## config.mk

```make
export PLATFORM = sky130hd
export DESIGN_NAME = rggen_address_decoder_array
export DESIGN_NICKNAME = d
export VERILOG_FILES = /design/src/rtl/rggen_address_decoder_array.sv
export SDC_FILE = /design/constraint.sdc
export NUM_CORES = 1
export LEC_CHECK = 0
export ABC_AREA = 0
export CAP_MARGIN = 20
export CORE_MARGIN = 4
export CORE_UTILIZATION = 32
export CTS_CLUSTER_SIZE = 12
export DETAILED_ROUTE_END_ITERATION = 10
export MAX_ROUTING_LAYER = met4
export PLACE_DENSITY_LB_ADDON = 0.08
export SYNTH_ARGS = -nofsm -noshare
export SYNTH_HDL_FRONTEND = slang
export SYNTH_SLANG_ARGS = --single-unit
```

## constraint.sdc

```tcl
create_clock -name clk -period 2.9 [get_ports clk]
set_input_delay 0.435 -clock clk [delete_from_list [all_inputs] [get_ports clk]]
set_output_delay 0.435 -clock clk [all_outputs]
set_load 0.02 [all_outputs]
```

## src/rtl/rggen_address_decoder_array.sv

```systemverilog
// Multi-register access controller: decodes a host command against a table of address windows,
// drives a registered one-hot select, waits for done (or timeout) and returns a status/data response.
module rggen_address_decoder_array #(
  parameter int unsigned REGISTERS          = 4,
  parameter int unsigned ADDRESS_WIDTH      = 16,
  parameter int unsigned DATA_WIDTH         = 32,
  parameter int unsigned SHADOW_INDEX_WIDTH = 1,
  parameter logic [REGISTERS*ADDRESS_WIDTH-1:0]      START_ADDRESSES     = '0,
  parameter logic [REGISTERS*ADDRESS_WIDTH-1:0]      END_ADDRESSES       = '0,
  parameter logic [REGISTERS-1:0]                    READABLE            = '1,
  parameter logic [REGISTERS-1:0]                    WRITABLE            = '1,
  parameter logic [REGISTERS-1:0]                    USE_SHADOW_INDEX    = '0,
  parameter logic [REGISTERS*SHADOW_INDEX_WIDTH-1:0] SHADOW_INDEX_VALUES = '0,
  parameter int unsigned TIMEOUT_CYCLES     = 16
) (
  input  logic                              clk,
  input  logic                              rst_n,
  input  logic                              i_command_valid,
  output logic                              o_command_ready,
  input  logic                              i_write,
  input  logic [ADDRESS_WIDTH-1:0]          i_address,
  input  logic [SHADOW_INDEX_WIDTH-1:0]     i_shadow_index,
  output logic [REGISTERS-1:0]              o_select,
  output logic                              o_write,
  input  logic [REGISTERS-1:0]              i_register_done,
  input  logic [REGISTERS*DATA_WIDTH-1:0]   i_register_read_data,
  output logic                              o_response_valid,
  input  logic                              i_response_ready,
  output logic [1:0]                        o_response_status,
  output logic [DATA_WIDTH-1:0]             o_read_data
);

  localparam int unsigned TimerWidth =
    (TIMEOUT_CYCLES < 2) ? 1 : $clog2(TIMEOUT_CYCLES + 1);
  localparam logic [TimerWidth-1:0] TimeoutValue = TimerWidth'(TIMEOUT_CYCLES);

  localparam logic [1:0] StatusOk      = 2'b00;
  localparam logic [1:0] StatusError   = 2'b10;
  localparam logic [1:0] StatusTimeout = 2'b11;

  typedef enum logic [1:0] {
    StIdle,
    StAccess,
    StRespond
  } state_e;

  state_e                  state_q, state_d;
  logic [REGISTERS-1:0]    select_q, select_d;
  logic                    write_q, write_d;
  logic [TimerWidth-1:0]   timer_q, timer_d;
  logic [1:0]              status_q, status_d;
  logic [DATA_WIDTH-1:0]   data_q, data_d;

  logic [REGISTERS-1:0]    hit;
  logic [REGISTERS-1:0]    winner;
  logic                    found;
  logic                    permitted;
  logic                    selected_done;
  logic [DATA_WIDTH-1:0]   selected_data;

  // Window match, then keep only the lowest hitting entry so overlaps resolve by index.
  always_comb begin
    hit    = '0;
    winner = '0;
    found  = 1'b0;
    for (int unsigned i = 0; i < REGISTERS; i++) begin
      hit[i] = (i_address >= START_ADDRESSES[i*ADDRESS_WIDTH+:ADDRESS_WIDTH]) &&
               (i_address <= END_ADDRESSES[i*ADDRESS_WIDTH+:ADDRESS_WIDTH]) &&
               (!USE_SHADOW_INDEX[i] ||
                (i_shadow_index == SHADOW_INDEX_VALUES[i*SHADOW_INDEX_WIDTH+:SHADOW_INDEX_WIDTH]));
      if (hit[i] && !found) begin
        winner[i] = 1'b1;
        found     = 1'b1;
      end
    end
    permitted = |(winner & (i_write ? WRITABLE : READABLE));
  end

  always_comb begin
    selected_data = '0;
    for (int unsigned i = 0; i < REGISTERS; i++) begin
      if (select_q[i]) begin
        selected_data = selected_data | i_register_read_data[i*DATA_WIDTH+:DATA_WIDTH];
      end
    end
    selected_done = |(i_register_done & select_q);
  end

  always_comb begin
    state_d  = state_q;
    select_d = select_q;
    write_d  = write_q;
    timer_d  = timer_q;
    status_d = status_q;
    data_d   = data_q;
    unique case (state_q)
      StIdle: begin
        if (i_command_valid) begin
          if (found && permitted) begin
            state_d  = StAccess;
            select_d = winner;
            write_d  = i_write;
            timer_d  = TimerWidth'(1);
          end else begin
            state_d  = StRespond;
            status_d = StatusError;
            data_d   = '0;
          end
        end
      end
      StAccess: begin
        // Done takes priority over a timeout expiring in the same cycle.
        if (selected_done) begin
          state_d  = StRespond;
          status_d = StatusOk;
          data_d   = write_q ? '0 : selected_data;
          select_d = '0;
          write_d  = 1'b0;
          timer_d  = '0;
        end else if ((TIMEOUT_CYCLES != 0) && (timer_q == TimeoutValue)) begin
          state_d  = StRespond;
          status_d = StatusTimeout;
          data_d   = '0;
          select_d = '0;
          write_d  = 1'b0;
          timer_d  = '0;
        end else begin
          timer_d = timer_q + TimerWidth'(1);
        end
      end
      StRespond: begin
        if (i_response_ready) begin
          state_d  = StIdle;
          status_d = StatusOk;
          data_d   = '0;
          timer_d  = '0;
        end
      end
      default: state_d = StIdle;
    endcase
  end

  always_ff @(posedge clk or negedge rst_n) begin
    if (!rst_n) begin
      state_q  <= StIdle;
      select_q <= '0;
      write_q  <= 1'b0;
      timer_q  <= '0;
      status_q <= StatusOk;
      data_q   <= '0;
    end else begin
      state_q  <= state_d;
      select_q <= select_d;
      write_q  <= write_d;
      timer_q  <= timer_d;
      status_q <= status_d;
      data_q   <= data_d;
    end
  end

  assign o_command_ready   = (state_q == StIdle);
  assign o_select          = select_q;
  assign o_write           = write_q;
  assign o_response_valid  = (state_q == StRespond);
  assign o_response_status = status_q;
  assign o_read_data       = data_q;

endmodule
```

Yosys cells after proc, flatten, opt, wreduce, memory -nomap -nowiden
Index checks and enable logic that the tools add are counted.

Equality and inequality tests: 8. Reductions and logical operators: 17. Magnitude comparators: 2. Multiplexer cells: 45. Add/subtract/negate cells: 1. Bitwise logic cells: 4.

Operator list (count): $mux W32 (10); $or A32 B32 Y32 (3); $pmux W32 S3 (1); $mux W5 (5); $mux W2 (9); $ge A16 B1 Y1 const B (1); $le A16 B1 Y1 const B (1); $mux W4 (4); $pmux W5 S3 (1); $pmux W2 S3 (2); $mux W1 (11); $pmux W4 S2 (1); $reduce_and A4 Y1 (2); $reduce_or A4 Y1 (2); $add A5 B1 Y5 const B (1); $eq A5 B5 Y1 const B (1); $logic_and A1 B1 Y1 (5); $reduce_and A5 Y1 (1); $and A4 B4 Y4 (1); $ne A2 B1 Y1 const B (2); $ne A2 B2 Y1 const B (2); $logic_not A1 Y1 (3); $ne A3 B3 Y1 const B (1); $reduce_and A3 Y1 (1); 6 further kinds (6).

Input port bits: 154. Register bits: 46. Output and inout port bits: 41. Word-level logic and storage cells: 83.

Depth between registers and ports, before layout
Gate-level depths: netlist of run 1.

Depth after elaboration: 17. Mapped depth: 7. Mapped depth without buffers: 6.

Worst setup path before layout of run 1
OpenSTA, ideal clock, no wires.

Path type: reg2reg. Start point: reg state_q[0]. End point: reg data_q[10] (netlist: o_read_data[10]). Library setup time: 0.079 ns. Buffers on the path: 1. Slack: 0.708 ns. Stages on the path, launching flop included: 8. Data arrival time: 2.113 ns. Required time: 2.821 ns. Period minus slack after synthesis: 2.192 ns. Cell sequence: dfrtp_1 -> inv_1 -> ha_1 -> inv_1 -> o22ai_1 -> a2111oi_4 -> buf_6 -> mux2i_1.

Word-level cells in the longest chain between the ends: 3. Elaborated cells between the ends (all ways): 10. Classes of those cells: 6 x eq/ne; 1 x mux; 3 x reduce/logical.

Ends and longest elaborated chain: start: declaration (RTL line 47) `state_e state_q, state_d;`; start signal: assignment (RTL line 145) `state_q <= StIdle;`; start signal: assignment (RTL line 152) `state_q <= state_d;`; $logic_not A2 Y1 *; net o_command_ready (RTL line 19) `output logic o_command_ready,`; $ne A2 B2 Y1 (no line) / $reduce_bool A3 Y1 (equally long branches); $reduce_and A5 Y1 (no line); end signal: assignment (RTL line 157) `data_q <= data_d;`; end: declaration (RTL line 52) `logic [DATA_WIDTH-1:0] data_q, data_d;`.

Mark *: on every way through the listed nets, which the timed path passes. The rest lies on a longest branch. A chain may end at the register's enable or synchronous reset.

Worst setup path after layout of run 1
Start point: reg state_q[1]. End point: reg status_q[1] (netlist: o_response_status[1]).

Word-level cells in the longest chain between the ends: 3. Elaborated cells between the ends (all ways): 10. Classes of those cells: 6 x eq/ne; 1 x mux; 3 x reduce/logical.

Ends and longest elaborated chain: $eq A2 B1 Y1 (tied with other cells) (RTL line 96) `unique case (state_q)`; $ne A3 B3 Y1 (no line) (tied with other cells); $reduce_and A5 Y1 (no line); end signal: assignment (RTL line 149) `status_q <= StatusOk;`; end signal: assignment (RTL line 156) `status_q <= status_d;`; end: declaration (RTL line 51) `logic [1:0] status_q, status_d;`.

Several ways; a longest one is shown, not always the timed one.

==> run metrics, run 1 <==
Cell Int Power=roughly 1.1 mW; area grow syn2layout=48.0%; per-cell routed wire length=13.3 um; Mapped Avg Cell Area=~10 sq um; Cells after Synth=around 220; gpl congestion=around 0.85; cell taking the most area after synthesis=dfrtp_1; Ys Warns=0; clock share of power=23.0%; Yosys top cell area share=48.5%; first-pass GRT wire length=between 8 and 9 mm; initial DRC count=38; NetSw=~540 uW; ys flop type=dfrtp_1; postcts setup bufs=0; # IOs=between 150 and 200; final WL=slightly above 5 mm; Post-Syn Area=between 2000 and 2500 sq um; Crit Path Class=reg2reg; CTS resizes=0; Worst EP arrival=2.44 ns; Final Skew=roughly 0.0085 ns; DP HPWL=around 3.8 mm; CP endpoint kind=register; Skew-Pair Late Insertion Delay=0.30 ns; Hold Crit Class=in2async; top post-synthesis cells by count=43 x dfrtp_1, 41 x inv_1, 38 x mux2i_1, 38 x nand2_1, 6 x ha_1; Die W=between 90 and 100 um; most frequent cell after synthesis=dfrtp_1; hold slack=around 0.077 ns; Final period util=77.9%; Comb power frac=approximately 38%; pwr/cell area=~500 nW/um^2; run status=finished clean; Longest Clk Path Bufs=2; core area=roughly 6800 sq um; Vias=~1,700; Sw Ratio=32.6%; ANT nets after route=0; clk sink count=43; Max Clk Rate=~440 MHz; Seq/Total Area, Yosys=around half; fin cells=390; CTS Buf Count=5; P_leak=approximately 1.4 nW; CTS tree=done; vias in the first global route=1,750; Tmin final=~2.3 ns; Die ar.=between 8000 and 9000 sq um; n_diodes=0; CTS H-Tree Depth=2; CP startpoint kind=register; ys async rst share=between 90% and 100%; initial core utilization=~33%; Layout fillers=659; final setup violating endpoints=0; distinct cell type count after synthesis=33; via/cell ratio=approximately 4.4; top cells by area, synth=dfrtp_1 49%, mux2i_1 17%, inv_1 6.9%; layout cells sized above 1=under 10%; peak supply drop=about 0.18 mV; DRC viols=0; First-pass DRT Iterations=4; hold_buf cts=0; GRT overflow=0; port buffer count=91; largest net degree at the start of global routing=33; placed instance count=about 380; Final Hold Viols=0; max_cap viols=0; unrepaired setup endpoints after global routing=false; max_slew headroom=between 60% and 70%; number of flops mapped to enable cells by yosys=0; Slew @ Worst Pin=just over 0.5 ns; antenna violations before repair=0; Slew Limit Fails=0; Synth Register Bits=43; die extent in y=just over 90 um; sequential power share=between 30% and 40%; CTS Root Buffer Type=clkbuf_8; Setup Total Neg Slack=0 ns; Max Fanout on Critical Path=32; Final Core Density=around 50%; nets@finish=roughly 470; Worst-path clk slew=around 0.08 ns; total track usage=between 10% and 20%; Core Rows=30; Required @ worst endpoint=between 3 and 4 ns
-- through the flow --
step           instance area, sq um  power [mW]  setup slack (ns)
5_1_grt                        3280        1.75             0.491
3_3_place_gp                   3200        1.29             0.345
3_5_place_dp                   3200        1.29             0.340
6_report                       3280        1.65             0.642
2_1_floorplan                  2220        1.08             0.708
4_1_cts                        3280        1.69             0.590
-- placed cells by master, fill, tap and decap left out, drive strengths merged, types with 2 or more instances in the layout --
| cell type | n |
|---|---|
| a21oi | 2 |
| buf | 6 |
| clkbuf | 6 |
| clkdlybuf4s50 | 90 |
| conb | 3 |
| dfrtp | 43 |
| ha | 6 |
| inv | 41 |
| mux2i | 38 |
| nand2 | 38 |
| nand3 | 3 |
| nor2 | 5 |
| nor4 | 5 |
| o21ai | 3 |
| o41ai | 4 |
-- metal layers --
layer  routed length (um)  vias up  global-route usage [%]  share of wire [%]
met5                    0        -                       -                  0
met4                    8        0                    3.39               0.15
met3                  522        2                    5.39                 10
met2                 2220       71                    18.6                 43
met1                 2440      771                    17.0                 47
li1                     -      886                       -                  -
-- layout make-up --
| cell class | instances | area (sq um) | share of cell area (%) |
|---|---|---|---|
| timing repair buffer | 96 | 956 | 29.1 |
| clock inverter | 2 | 12.5 | 0.381 |
| sequential | 43 | 1080 | 32.8 |
| clock buffer | 6 | 72.6 | 2.21 |
| inverter | 41 | 154 | 4.69 |
| multi-input combinational | 122 | 911 | 27.8 |
| tap | 80 | 100 | 3.05 |
-- state kept, by name, summed over array words and instances, names as in the netlist --
register           cells
state_q                2
timer_q                5
o_response_status      2
o_select               1
o_write                1
o_read_data           32
-- power by group through the flow --
stage / logic (mW) / clock network (mW) / registers, mW
6_report: 0.621 / 0.378 / 0.649
3_5_place_dp: 0.630 / 0 / 0.662
3_3_place_gp: 0.630 / 0 / 0.662
4_1_cts: 0.632 / 0.404 / 0.650
2_1_floorplan: 0.406 / 0 / 0.673
5_1_grt: 0.673 / 0.418 / 0.654
-- final timing paths --
path,from,endpoint,slack [ns],cells after the start
min in group clk,timer_q[4]$_DFFE_PN0P_,timer_q[4]$_DFFE_PN0P_,0.51,1
setup / recovery,state_q[1]$_DFFE_PN0P_,o_response_status[1]$_DFFE_PN0P_,0.64,7
setup reg to reg,state_q[1]$_DFFE_PN0P_,o_response_status[1]$_DFFE_PN0P_,0.64,7
hold / removal,rst_n,o_read_data[21]$_DFFE_PN0P_,0.08,1
hold reg to reg,timer_q[4]$_DFFE_PN0P_,timer_q[4]$_DFFE_PN0P_,0.51,1
max in group asynchronous,rst_n,o_read_data[0]$_DFFE_PN0P_,2.12,2
-- worst max-delay path, cell delays in order (launching register included) --
cell and delay [ns]:
dfrtp_1 0.39, inv_1 0.07, ha_1 0.27, a21bo_2 0.30, nor2_4 0.09, a2111oi_4 0.40
buf_12 0.29, mux2_4 0.32
-- logic make-up after synthesis --
group | Yosys count | synth area share (%)
muxes | 39 | 17.8
adders and majority gates | 6 | 3.39
and+or+nand+nor | 57 | 12.2
buffers and inverters | 53 | 10.7
other | 1 | 0.169
DFF | 43 | 48.5
AOI/OAI and AO/OA | 17 | 7.11
Note: power is estimated with default switching activity, not from simulation.
==> inputs of run 2 (changes only) <==
==> constraint.sdc (replaced) <==
create_clock -name clk -period 2.3 [get_ports clk]
set_input_delay 0.345 -clock clk [delete_from_list [all_inputs] [get_ports clk]]
set_output_delay 0.345 -clock clk [all_outputs]
set_load 0.02 [all_outputs]
==> run 2 against run 1 <==
Against the previous run:
- clock skew shrank 0.0036 ns
- highest routed layer unchanged
- first-iteration DRC count is 55% higher
- global-route usage rose by 0.85 points
- die area did not move
- power is 42% higher
- cell count is 2.1% higher
==> run metrics, run 2 (synthesis results as in run 1) <==
initial core utilization=32.8% (unchanged); postcts setup bufs=0 (unchanged); CTS tree=done; core area=6760 sq um (unchanged); Die W=91.2 um (unchanged); final setup violating endpoints=0 (unchanged); DP HPWL=3.97 mm (+4.6%); initial DRC count=59 (+55%); crit path max-delay cell type=clkdlybuf4s50_1; placed instance count=391 (+2.4%); Setup Total Neg Slack=0 ns (unchanged); cell family with most CP delay=buffers and inverters; unrepaired setup endpoints after global routing=false; crit-path cells=inv_1 > ha_1 > buf_4 > clkdlybuf4s50_1; register area=1080 sq um (unchanged); Reg2Reg Setup Slack=0.25 ns (-0.39 ns); Vias=1,806 (+4.4%); Core Rows=30 (unchanged); clk sink count=43 (unchanged); Hold Crit Class=in2async; Slew Limit Fails=0 (unchanged); GRT overflow=0 (unchanged); CTS resizes=0 (unchanged); hold_buf cts=0 (unchanged); total power=2.34 mW (+42%); CTS Root Buffer Type=clkbuf_8; worst reg2reg endpoint=o_read_data[18]$_DFFE_PN0P_; Final Skew=0.00493 ns (-0.00355 ns); P_leak=1.52 nW (+5.1%); Worst-path clk slew=0.08 ns (about the same); n_diodes=0 (unchanged); vias in the first global route=1,848 (+5.6%); First-pass DRT Iterations=4 (unchanged); Worst R2R Path Depth=8 (+1); fin cells=398 (+2.1%); Die ar.=8320 sq um (unchanged); # IOs=195 (unchanged); max_cap viols=0 (unchanged); via/cell ratio=4.54 (+2.3%); area grow syn2layout=54.1%; design area=3420 sq um (+4.1%); per-cell routed wire length=13.4 um (+0.94%); largest net degree at the start of global routing=44 (+33%); CTS Buf Count=5 (unchanged); first-pass GRT wire length=9.17 mm (+6.7%); antenna violations before repair=0 (unchanged); Max Clk Rate=479 MHz; layout cells sized above 1=8.49% (+2.4 points); Skew-Pair Late Insertion Delay=0.29 ns (about the same); total track usage=13.9% (+0.85 points); Longest Clk Path Bufs=2 (unchanged); peak supply drop=0.273 mV (+49%); CTS H-Tree Depth=2 (unchanged); Tmin final=2.09 ns; commonest non-fill, non-tap cell in the layout=clkdlybuf4s50_1; gpl congestion=0.809 (-4.5%); Final period util=around nine tenths; Reg-to-Reg Start=state_q[1]$_DFFE_PN0P_; Max Fanout on Critical Path=4 (-88%); Layout fillers=648 (-1.7%); Setup WS pre-CTS=0.0523 ns (-0.288 ns); CP Launch Point=state_q[0]$_DFFE_PN0P_; CP startpoint kind=register; nets@finish=478 (+1.9%); port buffer count=91 (unchanged); Required @ worst endpoint=1.96 ns (-1.12 ns); DRC viols=0 (unchanged); max FFs per register=32 (unchanged); ANT nets after route=0 (unchanged); Slew @ Worst Pin=0.569 ns (+0.0655 ns); pwr/cell area=685 nW/um^2 (+36%); post-route setup slack=0.214 ns (-0.428 ns); Worst EP arrival=1.74 ns (-0.70 ns); die extent in y=91.2 um (unchanged); Crit Path Class=reg2out; run status=finished clean; Buffers & Inverters on Critical Path=3 (+1); placed inst area=3310 sq um (+3.7%); most frequent cells in the layout=90 x clkdlybuf4s50_1, 43 x dfrtp_1, 41 x inv_1; Critical Path Max Stage Delay=0.62 ns (+0.22 ns); final WL=5.34 mm (+3.0%); CP endpoint kind=output port; Final Hold Viols=0 (unchanged); max_slew headroom=62.1% (-3.9 points); multi-input logic area=911 sq um (unchanged)
## run 2: cell types whose count changed in the layout (fill, tap and decap cells not counted)
| cell | before | now |
|---|---|---|
| buf_4 | 4 | 9 |
| buf_12 | 1 | 5 |
| bufinv_16 | 0 | 1 |
| clkinv_2 | 1 | 0 |
| clkinvlp_4 | 1 | 0 |
## run 2: through the flow
step,hold WS [ns],util [%]
2_1_floorplan,0.0494,-
3_3_place_gp,0.469,49.1
3_5_place_dp,0.464,49.1
4_1_cts,0.142,50.6
5_1_grt,0.181,50.6
6_report,0.116,50.6
## run 2: how the worst max path moves through the flow
stage,depth (start not counted),to,slack (ns)
CTS,4,o_command_ready,0.21
detailed placement,6,timer_q[4]$_DFFE_PN0P_,0.05
global placement,6,timer_q[4]$_DFFE_PN0P_,0.06
floorplan,7,o_read_data[10]$_DFFE_PN0P_,0.11
finish,4,o_command_ready,0.21
global route,8,o_read_data[30]$_DFFE_PN0P_,0.1
## run 2: routing by layer
metal,GRT usage [%],share of wire (%),vias up
met4,3.02,0.62,0
met5,-,0,-
met2,19.9,43,77
li1,-,-,898
met1,18.4,46,826
met3,5.72,10,5
## run 2: worst reg2reg max path: stages (launching register included)
cell       delay (ns)
dfrtp_1          0.39
inv_1            0.08
ha_1             0.20
a21bo_2          0.28
nor2_4           0.10
a2111oi_4        0.35
buf_12           0.22
buf_12           0.16
mux2i_1          0.20
## run 2: area by class of cell
cell class	count	area share (%)
clock inverter	1	0.879
multi-input combinational	122	26.7
tap	80	2.93
timing repair buffer	105	31.4
sequential	43	31.5
clock buffer	6	2.12
inverter	41	4.50
## run 2: report_power, final
group	switching, mW	leakage, nW	internal (mW)	total (mW)
sequential	0.0278	0.588	0.791	0.819
clock	0.255	0.0513	0.319	0.573
combinational	0.421	0.880	0.529	0.950
